===== src/rtl/alu_pkg.sv =====
// Shared definitions for the ALU issue path.
//   ALU_WIDTH    default operand/result width of the companion ALU
//   alu_op_e     ALU opcode encodings (OP_ADD..OP_XOR); 101-111 are illegal
//   is_legal_op  1 when an opcode is one the ALU implements
package alu_pkg;

    localparam int unsigned ALU_WIDTH = 8;

    typedef enum logic [2:0] {
        OP_ADD = 3'b000,
        OP_SUB = 3'b001,
        OP_AND = 3'b010,
        OP_OR  = 3'b011,
        OP_XOR = 3'b100
    } alu_op_e;

    function automatic logic is_legal_op(input logic [2:0] op);
        return (op <= OP_XOR);
    endfunction

endpackage


===== src/rtl/alu_cmd_sequencer_if.sv =====
// Command and response handshake bundle of the ALU command sequencer.
//   cmd_*  command channel (valid/ready): opcode, operands, chain flag
//   rsp_*  response channel (valid/ready): result, carry, zero, illegal
// Modports: master = command producer / response consumer, slave = sequencer.
interface alu_cmd_sequencer_if
    import alu_pkg::*;
#(
    parameter int unsigned WIDTH = ALU_WIDTH
);
    logic             cmd_valid;
    logic             cmd_ready;
    logic [2:0]       cmd_op;
    logic [WIDTH-1:0] cmd_a;
    logic [WIDTH-1:0] cmd_b;
    logic             cmd_chain;

    logic             rsp_valid;
    logic             rsp_ready;
    logic [WIDTH-1:0] rsp_result;
    logic             rsp_carry;
    logic             rsp_zero;
    logic             rsp_illegal;

    modport master (
        output cmd_valid, cmd_op, cmd_a, cmd_b, cmd_chain, rsp_ready,
        input  cmd_ready, rsp_valid, rsp_result, rsp_carry, rsp_zero, rsp_illegal
    );

    modport slave (
        input  cmd_valid, cmd_op, cmd_a, cmd_b, cmd_chain, rsp_ready,
        output cmd_ready, rsp_valid, rsp_result, rsp_carry, rsp_zero, rsp_illegal
    );
endinterface


===== src/rtl/alu_cmd_sequencer_fifo.sv =====
// Synchronous show-ahead command FIFO (head entry visible without a pop).
//   clk, rst   clock, synchronous active-high reset (empties the FIFO)
//   push       write push_data (ignored when full)
//   pop        drop the head entry (ignored when empty)
//   head_data  current head entry
//   full/empty occupancy flags, level = 0..DEPTH
module alu_cmd_fifo #(
    parameter int unsigned DEPTH = 4,
    parameter int unsigned DW    = 8
) (
    input  logic                    clk,
    input  logic                    rst,
    input  logic                    push,
    input  logic [DW-1:0]           push_data,
    input  logic                    pop,
    output logic [DW-1:0]           head_data,
    output logic                    full,
    output logic                    empty,
    output logic [$clog2(DEPTH):0]  level
);
    localparam int unsigned AW = $clog2(DEPTH);

    logic [DW-1:0] mem [DEPTH];
    logic [AW-1:0] wr_ptr;
    logic [AW-1:0] rd_ptr;
    logic          do_push;
    logic          do_pop;

    assign full      = (level == (AW+1)'(DEPTH));
    assign empty     = (level == '0);
    assign do_push   = push && !full;
    assign do_pop    = pop && !empty;
    assign head_data = mem[rd_ptr];

    // Storage needs no reset; validity is tracked by level.
    always_ff @(posedge clk) begin
        if (do_push) begin
            mem[wr_ptr] <= push_data;
        end
    end

    // Pointers wrap naturally because DEPTH is a power of two.
    always_ff @(posedge clk) begin
        if (rst) begin
            wr_ptr <= '0;
            rd_ptr <= '0;
            level  <= '0;
        end else begin
            if (do_push) begin
                wr_ptr <= wr_ptr + 1'b1;
            end
            if (do_pop) begin
                rd_ptr <= rd_ptr + 1'b1;
            end
            case ({do_push, do_pop})
                2'b10:   level <= level + 1'b1;
                2'b01:   level <= level - 1'b1;
                default: level <= level;
            endcase
        end
    end
endmodule


===== src/rtl/alu_cmd_sequencer.sv =====
// Issue stage in front of an external combinational 8-bit ALU.
// Commands are queued in a FIFO, issued from registers (alu_a/alu_b/alu_opcode)
// and the ALU output is captured into a valid/ready response register.
//   clk, rst         clock, synchronous active-high reset
//   bus (slave)      cmd_* command channel, rsp_* response channel
//   alu_a/b/opcode   registered ALU inputs
//   alu_result/carry combinational ALU outputs
//   fifo_level       command FIFO occupancy 0..DEPTH
module alu_cmd_sequencer
    import alu_pkg::*;
#(
    parameter int unsigned DEPTH = 4,
    parameter int unsigned WIDTH = ALU_WIDTH
) (
    input  logic                   clk,
    input  logic                   rst,
    alu_cmd_sequencer_if.slave     bus,
    output logic [WIDTH-1:0]       alu_a,
    output logic [WIDTH-1:0]       alu_b,
    output logic [2:0]             alu_opcode,
    input  logic [WIDTH-1:0]       alu_result,
    input  logic                   alu_carry,
    output logic [$clog2(DEPTH):0] fifo_level
);
    localparam int unsigned EW = 1 + 3 + 2 * WIDTH;

    logic             full;
    logic             empty;
    logic             push;
    logic             pop;
    logic [EW-1:0]    push_data;
    logic [EW-1:0]    head_data;
    logic             head_chain;
    logic [2:0]       head_op;
    logic [WIDTH-1:0] head_a;
    logic [WIDTH-1:0] head_b;

    logic             s1_valid;
    logic             s1_illegal;
    logic             adv2;
    logic             s1_load;
    logic [WIDTH-1:0] acc;

    logic             rsp_valid;
    logic [WIDTH-1:0] rsp_result;
    logic             rsp_carry;
    logic             rsp_zero;
    logic             rsp_illegal;

    // No pass-through: a full FIFO refuses even when it pops this cycle.
    assign bus.cmd_ready = !full && !rst;
    assign push          = bus.cmd_valid && bus.cmd_ready;
    assign push_data     = {bus.cmd_chain, bus.cmd_op, bus.cmd_a, bus.cmd_b};
    assign {head_chain, head_op, head_a, head_b} = head_data;

    assign adv2    = s1_valid && (!rsp_valid || bus.rsp_ready);
    // A chained head waits for an empty s1 so that acc already holds the
    // result of every older command (one bubble per chained op).
    assign s1_load = !empty && (!s1_valid || (adv2 && !head_chain));
    assign pop     = s1_load;

    alu_cmd_fifo #(
        .DEPTH (DEPTH),
        .DW    (EW)
    ) u_fifo (
        .clk       (clk),
        .rst       (rst),
        .push      (push),
        .push_data (push_data),
        .pop       (pop),
        .head_data (head_data),
        .full      (full),
        .empty     (empty),
        .level     (fifo_level)
    );

    always_ff @(posedge clk) begin
        if (rst) begin
            s1_valid    <= 1'b0;
            s1_illegal  <= 1'b0;
            alu_a       <= '0;
            alu_b       <= '0;
            alu_opcode  <= '0;
            acc         <= '0;
            rsp_valid   <= 1'b0;
            rsp_result  <= '0;
            rsp_carry   <= 1'b0;
            rsp_zero    <= 1'b0;
            rsp_illegal <= 1'b0;
        end else begin
            if (s1_load) begin
                alu_a      <= head_chain ? acc : head_a;
                alu_b      <= head_b;
                alu_opcode <= head_op;
                s1_illegal <= !is_legal_op(head_op);
                s1_valid   <= 1'b1;
            end else if (adv2) begin
                s1_valid   <= 1'b0;
            end

            if (adv2) begin
                rsp_valid   <= 1'b1;
                rsp_result  <= alu_result;
                rsp_carry   <= alu_carry;
                rsp_zero    <= (alu_result == '0);
                rsp_illegal <= s1_illegal;
                if (!s1_illegal) begin
                    acc <= alu_result;
                end
            end else if (bus.rsp_ready) begin
                rsp_valid <= 1'b0;
            end
        end
    end

    assign bus.rsp_valid   = rsp_valid;
    assign bus.rsp_result  = rsp_result;
    assign bus.rsp_carry   = rsp_carry;
    assign bus.rsp_zero    = rsp_zero;
    assign bus.rsp_illegal = rsp_illegal;
endmodule


===== src/flat_wrapper.sv =====
// flat-port wrapper written by rule: the top's interface ports become plain ports
module alu_cmd_sequencer_flat import alu_pkg::*;
#(
    parameter int unsigned DEPTH = 4,
    parameter int unsigned WIDTH = ALU_WIDTH
)
  (clk, rst, alu_a, alu_b, alu_opcode, alu_result, alu_carry, fifo_level, bus_cmd_valid, bus_cmd_op, bus_cmd_a, bus_cmd_b, bus_cmd_chain, bus_rsp_ready, bus_cmd_ready, bus_rsp_valid, bus_rsp_result, bus_rsp_carry, bus_rsp_zero, bus_rsp_illegal);
  alu_cmd_sequencer_if #(.WIDTH(WIDTH)) bus_i ();
  input  logic clk;
  input  logic rst;
  output logic [WIDTH-1:0] alu_a;
  output logic [WIDTH-1:0] alu_b;
  output logic [2:0] alu_opcode;
  input  logic [WIDTH-1:0] alu_result;
  input  logic alu_carry;
  output logic [$clog2(DEPTH):0] fifo_level;
  input wire logic [$bits(bus_i.cmd_valid)-1:0] bus_cmd_valid;
  input wire logic [$bits(bus_i.cmd_op)-1:0] bus_cmd_op;
  input wire logic [$bits(bus_i.cmd_a)-1:0] bus_cmd_a;
  input wire logic [$bits(bus_i.cmd_b)-1:0] bus_cmd_b;
  input wire logic [$bits(bus_i.cmd_chain)-1:0] bus_cmd_chain;
  input wire logic [$bits(bus_i.rsp_ready)-1:0] bus_rsp_ready;
  output wire logic [$bits(bus_i.cmd_ready)-1:0] bus_cmd_ready;
  output wire logic [$bits(bus_i.rsp_valid)-1:0] bus_rsp_valid;
  output wire logic [$bits(bus_i.rsp_result)-1:0] bus_rsp_result;
  output wire logic [$bits(bus_i.rsp_carry)-1:0] bus_rsp_carry;
  output wire logic [$bits(bus_i.rsp_zero)-1:0] bus_rsp_zero;
  output wire logic [$bits(bus_i.rsp_illegal)-1:0] bus_rsp_illegal;
  assign bus_i.cmd_valid = bus_cmd_valid;
  assign bus_i.cmd_op = bus_cmd_op;
  assign bus_i.cmd_a = bus_cmd_a;
  assign bus_i.cmd_b = bus_cmd_b;
  assign bus_i.cmd_chain = bus_cmd_chain;
  assign bus_i.rsp_ready = bus_rsp_ready;
  assign bus_cmd_ready = bus_i.cmd_ready;
  assign bus_rsp_valid = bus_i.rsp_valid;
  assign bus_rsp_result = bus_i.rsp_result;
  assign bus_rsp_carry = bus_i.rsp_carry;
  assign bus_rsp_zero = bus_i.rsp_zero;
  assign bus_rsp_illegal = bus_i.rsp_illegal;
  alu_cmd_sequencer #(.DEPTH(DEPTH), .WIDTH(WIDTH)) u_core (.clk(clk), .rst(rst), .bus(bus_i), .alu_a(alu_a), .alu_b(alu_b), .alu_opcode(alu_opcode), .alu_result(alu_result), .alu_carry(alu_carry), .fifo_level(fifo_level));
endmodule

===== config.mk =====
export PLATFORM = sky130hd
export DESIGN_NAME = alu_cmd_sequencer_flat
export DESIGN_NICKNAME = d
export VERILOG_FILES = /design/src/rtl/alu_pkg.sv /design/src/rtl/alu_cmd_sequencer_if.sv /design/src/rtl/alu_cmd_sequencer_fifo.sv /design/src/rtl/alu_cmd_sequencer.sv /design/src/flat_wrapper.sv
export SDC_FILE = /design/constraint.sdc
export NUM_CORES = 1
export LEC_CHECK = 0
export CAP_MARGIN = 20
export CORE_MARGIN = 2
export CORE_UTILIZATION = 25
export CTS_CLUSTER_DIAMETER = 60
export DETAILED_ROUTE_END_ITERATION = 12
export GPL_TIMING_DRIVEN = 0
export PLACE_DENSITY = 0.41
export SETUP_SLACK_MARGIN = 0.1
export SYNTH_ARGS = -nofsm -noshare
export SYNTH_HDL_FRONTEND = slang
export SYNTH_HIERARCHICAL = 1
export SYNTH_SLANG_ARGS = --single-unit

===== constraint.sdc =====
create_clock -name clk -period 2.8 [get_ports clk]
set_input_delay 0.56 -clock clk [delete_from_list [all_inputs] [get_ports clk]]
set_output_delay 0.56 -clock clk [all_outputs]
set_load 0.02 [all_outputs]

==> results by stage, run 1 <==
Critical path:
- The dominant cell type by count on the critical path is sky130_fd_sc_hd__buf_12.
- For the worst flop-to-flop path, the logic depth is 14.
- The worst setup path is launched from a flop.
- In this design, the stage delay of the slowest critical-path cell is 0.52 ns.
- Walking the worst path, the cells encountered are buf_12 -> mux4_2 -> buf_12 -> nor2_4 -> a21o_4 -> buf_12 -> o31ai_4 -> inv_2 -> ha_4 -> inv_2 -> fa_2 -> xor2_1 -> or3_1 -> a21oi_2.
- On the critical path, the stage with the largest delay is an instance of sky130_fd_sc_hd__mux4_2.
- The critical path is of the flop to flop type.
- Data on the critical path arrives at its endpoint at 3.16 ns.
- The sort of element at the end of the critical path is a flop.
- The required time of the critical path is 3.15 ns.
- The maximum fanout along the worst path is 2.

Global route:
- After global routing the overflow that remains totals 0.
- The initial antenna violation count is 0.
- The first global-routing pass estimated 19.97 mm of wire.
- The via count of the first global-routing pass is 3510.
- Entering global routing, the biggest net connects 17 pins.
- The total track usage is 12.34%.

Synthesis:
- The post-synthesis cell count is 351.
- The fraction of synthesized cell area taken by the top area cell type is 45.97%.
- The most numerous cell in the Yosys netlist is sky130_fd_sc_hd__edfxtp_1.
- Counting instances in the post-synthesis netlist gives the leading cell types as 80 x sky130_fd_sc_hd__edfxtp_1, 50 x sky130_fd_sc_hd__dfxtp_1, 26 x sky130_fd_sc_hd__a21oi_1.
- During synthesis, Yosys emitted a total of 6 warnings.
- The net count of the mapped netlist is 390.
- The most used flip-flop cell after synthesis is sky130_fd_sc_hd__edfxtp_1.
- The unique cell type count in the Yosys netlist is 35.
- The post-synthesis sequential element count is 130.
- The cell area after technology mapping is 5226 µm².
- Summed over all instances, the cell type with the most area after synthesis is sky130_fd_sc_hd__edfxtp_1.
- Sequential cells were found to cover 65.12% of the synthesized design area.
- By area the synthesized netlist is led by sky130_fd_sc_hd__edfxtp_1 46%, sky130_fd_sc_hd__dfxtp_1 19%, sky130_fd_sc_hd__mux4_2 8.6%, sky130_fd_sc_hd__mux2i_1 3.8%, sky130_fd_sc_hd__nand2b_1 3.0%.
- The number of flops mapped to enable cells by yosys is 80.
- The mean instance size in the synthesized netlist is 14.89 µm².
- The share of synthesized flip-flops with an asynchronous set or reset is 0%.

STA:
- For the final routed database, the setup TNS stands at -0.01567 ns.
- The final critical-path share of the clock period is 100.6%.
- The count of final setup violators is 1.
- The final setup skew is 0.005702 ns.
- Setup repair after global routing could not meet its margin everywhere.
- For the pin with the worst max-slew slack, the measured transition is 0.4733 ns.
- The count of endpoints failing hold in the final timing report is 0.
- Based on the critical path, the design can be clocked at up to 355.2 MHz.
- Subtracting the final worst setup slack from the clock period gives 2.816 ns.
- The worst slew margin relative to its limit is 68.44%.
- Across all hold checks on the routed design, the worst slack comes to 0.4769 ns.
- Across all setup checks in the final design, the least slack found is -0.01567 ns.
- The max-slew violation count is 0.

Clock network:
- Clock latency on the worst-skew pair, taken at its later pin, is 0.42 ns.
- In this run the number of H-tree levels came out at 4.
- No sink is reached through more buffers than the 2 on the longest clock path.
- The CTS buffer count is 17.
- The tree is rooted in a sky130_fd_sc_hd__clkbuf_16.
- Buffers inserted to repair hold after CTS numbered 0.
- The TritonCTS clock tree is done.
- After clock tree synthesis, the clock-pin slew on the worst setup and hold paths is 0.06 ns.
- The CTS sink count is 130.

Floorplan:
- The initial cell density of the core is 25.66%.
- During I/O placement, the number of pins put on the boundary was 68.
- From left edge to right edge, the die measures 148.6 µm.
- The total number of placement rows is 52.
- The total area inside the core boundary comes to 20360 µm².
- The full die area is 22080 µm².
- The y dimension of the die is 148.6 µm.

Routing:
- The detail route stage leaves a number of antenna-violating nets equal to 0.
- The number of DRC markers after the initial detailed-route iteration is 188.
- The average routed wire per standard cell is 17.39 µm.
- In the routed layout, each cell is associated on average with a via count of 4.373.
- The routed layout has 3201 vias.
- The number of iterations in the first detailed-routing pass is 4.
- After detailed routing, the total wire length is 12.73 mm.
- After detailed routing, the number of remaining DRC violations is 0.

Cells and area:
- The layout overhead on the synthesized area is 35.26%.
- The share of post-route cells with drive strength above 1 is 22.08%.
- The design area is 7069 µm².
- The number of antenna diodes in the final layout is 0.
- The number of nets at the end of the flow is 488.

Flow run:
- Across the run, the number of max-cap violations was 0.

Place:
- The placer congestion estimate is 0.7254.
- The HPWL after detailed placement is 8.549 mm.
- Input and output buffers added on the ports amount to 66.
- At the placement stage, the worst setup path has a slack of -0.7039 ns.
- In this run the cell area measured after placement is 6370 µm².

Power:
- Internal power comes to 4.998 mW.
- Net switching is 32.00% of the power.
- The net switching power figure is 2.352 mW.
- Combinational cells account for 36.0% of the total power.
- The share of total power dissipated in sequential elements is 33.9%.
- The leakage power is 2.331 nW.
- The power per cell area is 1040 nW/µm².
- The relative contribution of the clock network to total power is 30.0%.
- IR analysis of the VDD net gives a maximum drop of 0.5507 mV.

Run status:
- The checks that failed: setup timing.
- The run finished, with violations left.

Worst hold path:
- The startpoint identified for the worst hold timing path is u_core/alu_b[2].
- The path category of the worst min-delay check is flop to flop.
- The count of cells along the worst hold path is 2.
## path summary, 6_finish.rpt
| path | slack, ns | endpoint |
|---|---|---|
| max reg2reg | -0.02 | u_core/u_fifo/level[2] |
| max | -0.02 | u_core/u_fifo/level[2] |
| min | 0.48 | u_core/alu_b[2] |
| min reg2reg | 0.48 | u_core/alu_b[2] |
## through the flow
stage / instances / util, % / total power, mW
2_1_floorplan: 351 / - / 4.165
3_3_place_gp: 687 / 30.74 / 4.942
3_5_place_dp: 691 / 31.28 / 4.992
4_1_cts: 730 / 34.54 / 7.400
5_1_grt: 732 / 34.71 / 7.732
6_report: 732 / 34.71 / 7.350
## registers in the layout, indices dropped and copies added (netlist names), named ones only
name,count
u_core/bus.rsp_carry,1
u_core/bus.rsp_illegal,1
u_core/u_fifo/level,3
u_core/alu_b,8
u_core/u_fifo/wr_ptr,2
u_core/bus.rsp_zero,1
u_core/s1_valid,1
u_core/bus.rsp_result,8
u_core/u_fifo/mem,80
u_core/u_fifo/rd_ptr,2
u_core/alu_opcode,3
u_core/s1_illegal,1
u_core/bus.rsp_valid,1
u_core/alu_a,8
u_core/acc,8
## area by class of cell
| class | instances | area [µm²] |
|---|---|---|
| plain buffers | 25 | 170.2 |
| clock buffers | 18 | 429.2 |
| clock inverters | 14 | 163.9 |
| fillers | 1996 | 13300 |
| inverters | 9 | 33.78 |
| multi-input cells | 187 | 1692 |
| flip-flops and latches | 130 | 3405 |
| well taps | 270 | 337.8 |
| repair buffers | 79 | 838.3 |
## repair_timing
action,CTS,global route
pin swaps,4,2
gates resized for setup,5,8
endpoints found under the setup margin,28,27
buffers inserted,7,2
## cell families (layout without fill, tap and decap cells)
logic type,after synthesis,after routing,share of synthesized area (%)
flip-flops,130,130,65.12
AND/OR/NAND/NOR,71,71,8.427
AO/OA/AOI/OAI,66,66,8.475
multiplexers,41,41,12.66
buffers and inverters,34,145,3.232
adder cells (fa/ha/maj),6,6,1.580
XOR/XNOR,3,3,0.5028
## cell usage in the layout (no fill, tap or decap), types with 11 or more instances in the layout
cell type	synthesis	final
sky130_fd_sc_hd__a21oi_1	26	25
sky130_fd_sc_hd__buf_4	2	11
sky130_fd_sc_hd__clkbuf_16	0	17
sky130_fd_sc_hd__clkdlybuf4s50_1	0	66
sky130_fd_sc_hd__dfxtp_1	50	49
sky130_fd_sc_hd__edfxtp_1	80	80
sky130_fd_sc_hd__mux2i_1	20	20
sky130_fd_sc_hd__mux4_2	20	20
sky130_fd_sc_hd__nand2b_1	25	25
sky130_fd_sc_hd__o21ai_0	14	14
## routing by layer
layer / part of all wire (%) / global-route usage (%) / up-vias / routed length [µm]
met5: 0 / 0 / - / 0
li1: - / - / 1537 / -
met4: 1.3 / 4.857 / 0 / 160
met1: 45 / 15.35 / 1605 / 5671
met3: 2.4 / 3.252 / 8 / 304
met2: 52 / 20.56 / 51 / 6592
## worst max-delay path, delay by kind of cell, from the launching register on
| family | cells | cell delay [ns] |
|---|---|---|
| xor gates and xnor gates | 1 | 0.15 |
| and+or+nand+nor | 2 | 0.45 |
| adders and majority gates | 2 | 0.46 |
| muxes | 1 | 0.52 |
| AOI/OAI and AO/OA | 3 | 0.33 |
| buffers and inverters | 5 | 0.47 |
| DFF | 1 | 0.35 |
## power groups by stage
stage	combinational [mW]	sequential (mW)	clock, mW
floorplan	1.47	2.69	0
global placement	2.41	2.53	0
detailed placement	2.45	2.54	0
CTS	2.64	2.50	2.26
global route	2.85	2.53	2.35
finish	2.65	2.49	2.21
Power figures use the tool's default switching activity.
==> inputs of run 2 (changes only) <==
--- a/config.mk
+++ b/config.mk
@@ -5,7 +5,7 @@
 export SDC_FILE = /design/constraint.sdc
 export NUM_CORES = 1
 export LEC_CHECK = 0
-export CAP_MARGIN = 20
+export CAP_MARGIN = 10
 export CORE_MARGIN = 2
 export CORE_UTILIZATION = 25
 export CTS_CLUSTER_DIAMETER = 60
==> run 2 against run 1 <==
Compared with the run above: clock power down 5%; critical path depth unchanged; critical path type unchanged; the flow now finishes without violations; sequential power about the same.
==> results by stage, run 2 (synthesis results as in run 1) <==
Global route:
- Entering global routing, the biggest net connects 21 pins.
- The initial antenna violation count is 0.
- The global-route wire length before repair is 19.87 mm.
- The via count of the first global-routing pass is 3491.
- Across every metal layer, demand over resource in global routing totals 12.22%.
- For this run the aggregate overflow at the end of global routing stands at 0.

STA:
- The tightest hold path in the finished design has a slack of 0.4714 ns.
- For the finished layout, the period the worst path requires is 2.800 ns.
- The actual slew at the worst max-slew pin is 0.6366 ns.
- The worst pin sits at a relative slew slack of 57.56%.
- In the finished design, the share of the clock period the worst path needs comes to 100.0%.
- The highest clock frequency the design can meet is 357.2 MHz.
- The final setup skew is 0.005284 ns.
- The count of endpoints failing hold in the final timing report is 0.
- Setup repair after global routing could not meet its margin everywhere.
- The max-slew violation count is 0.
- The count of final setup violators is 0.

Critical path:
- The critical path in this run is classified as flop to flop.
- The sort of element at the end of the critical path is a flop.
- The arrival time of the worst setup path is 3.14 ns.
- The maximum fanout along the worst path is 2.
- The dominant cell type by count on the critical path is sky130_fd_sc_hd__buf_12.
- The cell type of the slowest stage on the worst timing path is sky130_fd_sc_hd__mux4_2.
- In this run the worst setup path terminates at u_core/u_fifo/level[2].
- The capture point of the worst reg-to-reg path is u_core/u_fifo/level[2].
- The required time of the critical path is 3.15 ns.
- Walking the worst path, the cells encountered are buf_12 -> mux4_2 -> buf_12 -> nor2_4 -> a21o_4 -> buf_12 -> o31ai_4 -> inv_2 -> ha_4 -> inv_2 -> fa_2 -> xor2_1 -> or3_1 -> a21oi_2.
- In this design, the stage delay of the slowest critical-path cell is 0.52 ns.
- Counting cells, the worst reg-to-reg path comes to 14.
- Setup slack on the worst reg-to-reg path comes out at 0.00009 ns.
- The category of the worst setup path launch point is a flop.

Power:
- The power per cell area is 1044 nW/µm².
- The worst-case IR drop observed on VDD is 0.5552 mV.
- The leakage power is 2.267 nW.

Routing:
- The first TritonRoute pass finished after 4 iterations.
- The number of nets with antenna violations after routing is 0.
- The DRC violations left is 0.
- The overall routed net length is 12.74 mm.
- After detailed routing, the average wire length per cell comes to 17.48 µm.
- The final route contains 3209 vias.
- In the routed layout, each cell is associated on average with a via count of 4.402.
- The detailed router finished its first iteration with 176 violations.

Floorplan:
- For this configuration, the core starts out at a cell density of 25.66%.
- The y dimension of the die is 148.6 µm.
- The full die area is 22080 µm².
- The total number of placement rows is 52.
- The die width is 148.6 µm.
- 68 I/O pins were placed.
- The floorplan step defined a core boundary enclosing 20360 µm².

Clock network:
- The TritonCTS clock tree is done.
- The clock tree synthesis step divided the H-tree into 4 levels.
- For this design, the sink count on the clock tree is 130.
- Clock latency on the worst-skew pair, taken at its later pin, is 0.41 ns.
- The clock-pin slew on the worst setup and hold paths is 0.06 ns.
- The maximum count of clock buffers along a single path is 2.
- In this run the clock root is driven by a sky130_fd_sc_hd__clkbuf_16.
- The CTS buffer count is 17.

Place:
- The cell area after placement is 6260 µm².
- The placed cell count is 687.
- The placed wire-length estimate after detailed placement is 8.264 mm.
- Input and output buffers added on the ports amount to 66.
- The congestion estimate from routability-driven global placement came to 0.7254.

Cells and area:
- The number of antenna diodes in the final layout is 0.
- In the layout the commonest cells are 80 x sky130_fd_sc_hd__edfxtp_1, 66 x sky130_fd_sc_hd__clkdlybuf4s50_1, 49 x sky130_fd_sc_hd__dfxtp_1.
- The number of nets at the end of the flow is 485.
- The share of post-route cells with drive strength above 1 is 22.22%.
- Counting flops per register, the top entry is u_core/u_fifo/mem.
- The most common cell after layout, fill and taps aside is sky130_fd_sc_hd__edfxtp_1.
- The post-layout instance count excluding filler cells is 729.
- The flip-flop count of the largest register, all copies and words added is 80.
- The finished cells cover 6947 µm².
- The layout overhead on the synthesized area is 32.92%.

Flow run:
- Across the run, the number of max-cap violations was 0.

Worst hold path:
- The tightest min-delay check is of the flop to flop type.

Run status:
- The flow ran to the end, and the final reports show no timing, DRC or antenna violations.
-- run 2: worst min-delay path by stage --
stage	startpoint	endpoint	slack [ns]	cells after the start
global placement	u_core/alu_b[1]	u_core/alu_b[1]	0.46	2
floorplan	u_core/acc[0]	u_core/acc[0]	0.45	2
global route	u_core/alu_b[3]	u_core/alu_b[3]	0.50	2
CTS	u_core/acc[0]	u_core/acc[0]	0.47	2
detailed placement	u_core/acc[0]	u_core/acc[0]	0.47	2
finish	u_core/alu_b[1]	u_core/alu_b[1]	0.47	2
-- run 2: repair_timing --
| action | in CTS | in global routing |
|---|---|---|
| hold endpoints to repair | 0 | 0 |
| hold buffers | 0 | 0 |
| gates cloned | 0 | 0 |
| setup endpoints to repair | 83 | 3 |
| setup buffers | 8 | 2 |
| resized for setup | 9 | 7 |
| pin swaps | 4 | 4 |
-- run 2: area by class of cell --
class	instances	area (µm²)
Timing Repair Buffer	76	735.7
Sequential cell	130	3405
Fill cell	1991	13420
Tap cell	270	337.8
Inverter	9	33.78
Clock buffer	17	425.4
Buffer	25	170.2
Multi-Input combinational cell	187	1698
Clock inverter	15	141.4
-- run 2: report_power, final --
part	total [mW]	internal, mW	switching [mW]
clock	2.11	1.30	0.814
combinational	2.65	1.28	1.36
sequential	2.49	2.32	0.175
total	7.25	4.90	2.35
-- run 2: critical path, delay by kind of cell, from the launching register on --
family	cells	cell delay, ns
multiplexers	1	0.52
AND/OR/NAND/NOR	2	0.44
buffers and inverters	5	0.47
XOR/XNOR	1	0.15
flip-flops	1	0.35
AO/OA/AOI/OAI	3	0.34
adder cells (fa/ha/maj)	2	0.46
-- run 2: metrics by stage --
step	setup TNS (ns)	setup slack [ns]	power, mW	util [%]
2_1_floorplan	-0.1150	-0.1150	4.165	-
3_3_place_gp	-56.72	-0.6975	4.942	30.74
3_5_place_dp	-53.49	-0.6725	4.985	30.74
4_1_cts	-0.09751	-0.09751	7.297	33.93
5_1_grt	-0.1197	-0.1197	7.630	34.11
6_report	0	0.00009237	7.250	34.11
-- run 2: metal layers --
layer	global-route usage (%)	routed length, µm
met1	15.11	5451
met2	20.65	6605
met3	3.129	494
met4	4.571	193
met5	0	0
==> inputs of run 3 (changes only) <==
--- a/config.mk
+++ b/config.mk
@@ -6,12 +6,13 @@
 export NUM_CORES = 1
 export LEC_CHECK = 0
 export CAP_MARGIN = 10
-export CORE_MARGIN = 2
+export CORE_MARGIN = 5
 export CORE_UTILIZATION = 25
 export CTS_CLUSTER_DIAMETER = 60
 export DETAILED_ROUTE_END_ITERATION = 12
+export DONT_BUFFER_PORTS = 1
 export GPL_TIMING_DRIVEN = 0
-export PLACE_DENSITY = 0.41
+export PLACE_DENSITY = 0.37
 export SETUP_SLACK_MARGIN = 0.1
 export SYNTH_ARGS = -nofsm -noshare
 export SYNTH_HDL_FRONTEND = slang
==> run 3 against run 2 <==
Compared with the run above: the run now ends with setup timing left; total power shrank 4.4%; die area up 8.2%; utilization shrank 2.9 points; cell area shrank 8.2%; sequential power increased by 9.2%; clock power is 3% higher; critical endpoint unchanged; highest routed layer unchanged.
==> results by stage, run 3 (synthesis results as in run 1) <==
Clock network:
- The maximum count of clock buffers along a single path is 2.
- The CTS sink count is 130.
- The clock-pin slew on the worst setup and hold paths is 0.06 ns.
- CTS placed an instance of sky130_fd_sc_hd__clkbuf_16 at the clock tree root.
- In this run the number of H-tree levels came out at 4.
- The CTS buffer count is 17.
- Hold repair after CTS inserted 0 buffers.
- The clock latency on the worst-skew pair is 0.41 ns.
- TritonCTS built the clock tree.

Place:
- Counting tap cells, the placed design contains a total of 624 instances.
- At the end of routability-driven placement, the weighted congestion stood at 0.6859.
- The cell area after placement is 5682 µm².
- Port buffering added 0 buffers.
- The setup slack at placement is -0.9597 ns.
- The placed wire-length estimate after detailed placement is 8.594 mm.

Critical path:
- Along the worst path, the maximum fanout reaches 2.
- The endpoint identified for the worst register-to-register timing path is u_core/u_fifo/level[2].
- The arrival time of the worst setup path is 3.20 ns.
- The sort of element at the end of the critical path is a flop.
- Data on the critical path is required at its endpoint by 3.14 ns.
- For flop-to-flop paths, the worst setup slack is -0.06 ns.
- The worst setup path is launched from a flop.
- The worst register-to-register path has a depth of 14.
- The worst setup path category is flop to flop.

Power:
- The total power after layout is 6.928 mW.
- Dividing total power by cell area gives a power density of 1087 nW/µm².
- VDD sags by at most 0.3661 mV.
- The analysis attributes to cell leakage a power of 2.076 nW.

Global route:
- In the global route stage, overall resource usage came out at 11.08%.
- The initial antenna violation count came to 0.
- The global-route wire length before repair is 19.30 mm.
- The via count of the first global-routing pass is 3134.
- The leftover overflow at the end of global routing is 0.
- The pin count of the biggest net entering global routing is 21.

Cells and area:
- Leaving out fill and tap cells, the most frequent cell in the layout is sky130_fd_sc_hd__edfxtp_1.
- The number of diodes is 0.
- The finished cells cover 6375 µm².
- The post-layout instance count excluding filler cells is 666.
- The number of nets at the end of the flow is 422.
- The register with the most flip-flops in the layout has 80 of them.
- The layout overhead on the synthesized area is 21.98%.
- The share of post-route cells with drive strength above 1 is 25.76%.
- The register containing the most flip-flops in the final layout is u_core/u_fifo/mem.
- The library cells used most frequently in the layout, excluding fill and tap cells, are 80 x sky130_fd_sc_hd__edfxtp_1, 47 x sky130_fd_sc_hd__dfxtp_1, 26 x sky130_fd_sc_hd__a21oi_1.
- At the end of the flow the core is filled with cells to 31.20%.

STA:
- Setup repair after global routing could not meet its margin everywhere.
- Setup slack on the critical path of the routed design comes to -0.05970 ns.
- The highest clock frequency the design can meet is 349.7 MHz.
- On the final layout, the worst clock skew is 0.009763 ns.
- The max-slew violation count was 0.
- Setup violations remaining at the end of the flow were counted as 1.
- Measured against its own limit, the worst slew margin works out to 65.46%.
- The final critical-path share of the clock period is 102.1%.
- For the pin with the worst max-slew slack, the measured transition is 0.5181 ns.
- The count of endpoints failing hold in the final timing report is 0.
- Subtracting the final worst setup slack from the clock period gives 2.860 ns.

Run status:
- The run finished, with violations left.
- The final reports fail on setup timing.

Routing:
- The DRC violations left is 0.
- The count of nets left with antenna violations once routing finished came out at 0.
- Before antenna repair, the detailed router went through 4 iterations.
- The average routed wire per standard cell is 19.19 µm.
- The overall routed net length is 12.78 mm.
- The total number of vias is 2939.
- Using the TritonRoute via totals, the vias-per-cell ratio works out to 4.413.
- In this run, the number of DRC markers left after iteration 0 of detailed routing was 217.

Floorplan:
- The initial utilization of the core area, before any placement, comes to 25.58%.
- After floorplanning, the core was sized to cover 20430 µm².
- The initialized floorplan defines 52 standard-cell rows.
- The die width is 154.6 µm.
- 68 I/O pins were placed.
- The full die area is 23900 µm².
- The floorplan step set the die height to 154.6 µm.

Worst hold path:
- The count of cells along the worst hold path is 0.
- The start point of the worst min-delay path is bus_cmd_b[1].
- The path category of the worst min-delay check is primary input to flop.
- The path with the worst hold slack has its endpoint at u_core/u_fifo/mem[2][1].

Flow run:
- The max capacitance violation total is 0.
run 3: critical path, cell delays in order, from the launching register on:
cell                      delay, ns
sky130_fd_sc_hd__dfxtp_2       0.35
sky130_fd_sc_hd__buf_12        0.11
sky130_fd_sc_hd__mux4_2        0.53
sky130_fd_sc_hd__buf_12        0.15
sky130_fd_sc_hd__nor2_4        0.13
sky130_fd_sc_hd__a21o_4        0.15
sky130_fd_sc_hd__buf_12        0.10
sky130_fd_sc_hd__o31ai_4       0.06
sky130_fd_sc_hd__inv_1         0.07
sky130_fd_sc_hd__ha_2          0.18
sky130_fd_sc_hd__inv_2         0.04
sky130_fd_sc_hd__fa_2          0.33
sky130_fd_sc_hd__xor2_1        0.16
sky130_fd_sc_hd__or3_1         0.30
sky130_fd_sc_hd__a21oi_1       0.13
run 3: through the flow:
step	hold WS (ns)	TNS, ns
5_1_grt	0.2092	-0.1834
6_report	0.2385	-0.05970
3_5_place_dp	0.4663	-51.80
3_3_place_gp	0.4687	-79.72
4_1_cts	0.2115	-0.08914
2_1_floorplan	0.4480	-0.1150
run 3: repair_timing:
item                       CTS  global route
buffers inserted             7             3
setup endpoints to repair   83            17
resized for setup           10             4
pin swaps                    3             1
run 3: where the power goes:
part / switching (mW) / internal, mW
clock: 0.794 / 1.38
combinational: 1.05 / 0.984
sequential: 0.402 / 2.32
total: 2.24 / 4.68
run 3: worst max path at each step:
stage,slack (ns),cells after the start,startpoint,to
global placement,-1.00,7,rst,u_core/u_fifo/mem[1][15]
CTS,-0.09,14,flop,u_core/u_fifo/level[2]
global route,-0.15,14,flop,u_core/u_fifo/level[2]
finish,-0.06,14,flop,u_core/u_fifo/level[2]
floorplan,-0.11,14,flop,u_core/u_fifo/level[2]
detailed placement,-0.96,7,rst,u_core/u_fifo/mem[0][14]
run 3: final cells by class:
| class | instances | area [µm²] |
|---|---|---|
| sequential | 130 | 3407 |
| inverter | 9 | 33.78 |
| timing repair buffer | 13 | 157.7 |
| fill | 2027 | 14050 |
| buffer | 25 | 168.9 |
| clock buffer | 23 | 478.0 |
| clock inverter | 9 | 103.9 |
| tap | 270 | 337.8 |
| multi-input combinational | 187 | 1688 |
run 3: layer usage:
layer,GRT usage (%),wire length [µm],vias to the layer above
li1,-,-,1399
met3,3.632,634,19
met4,5.046,230,0
met2,18.61,6497,45
met5,0,0,-
met1,12.87,5420,1476
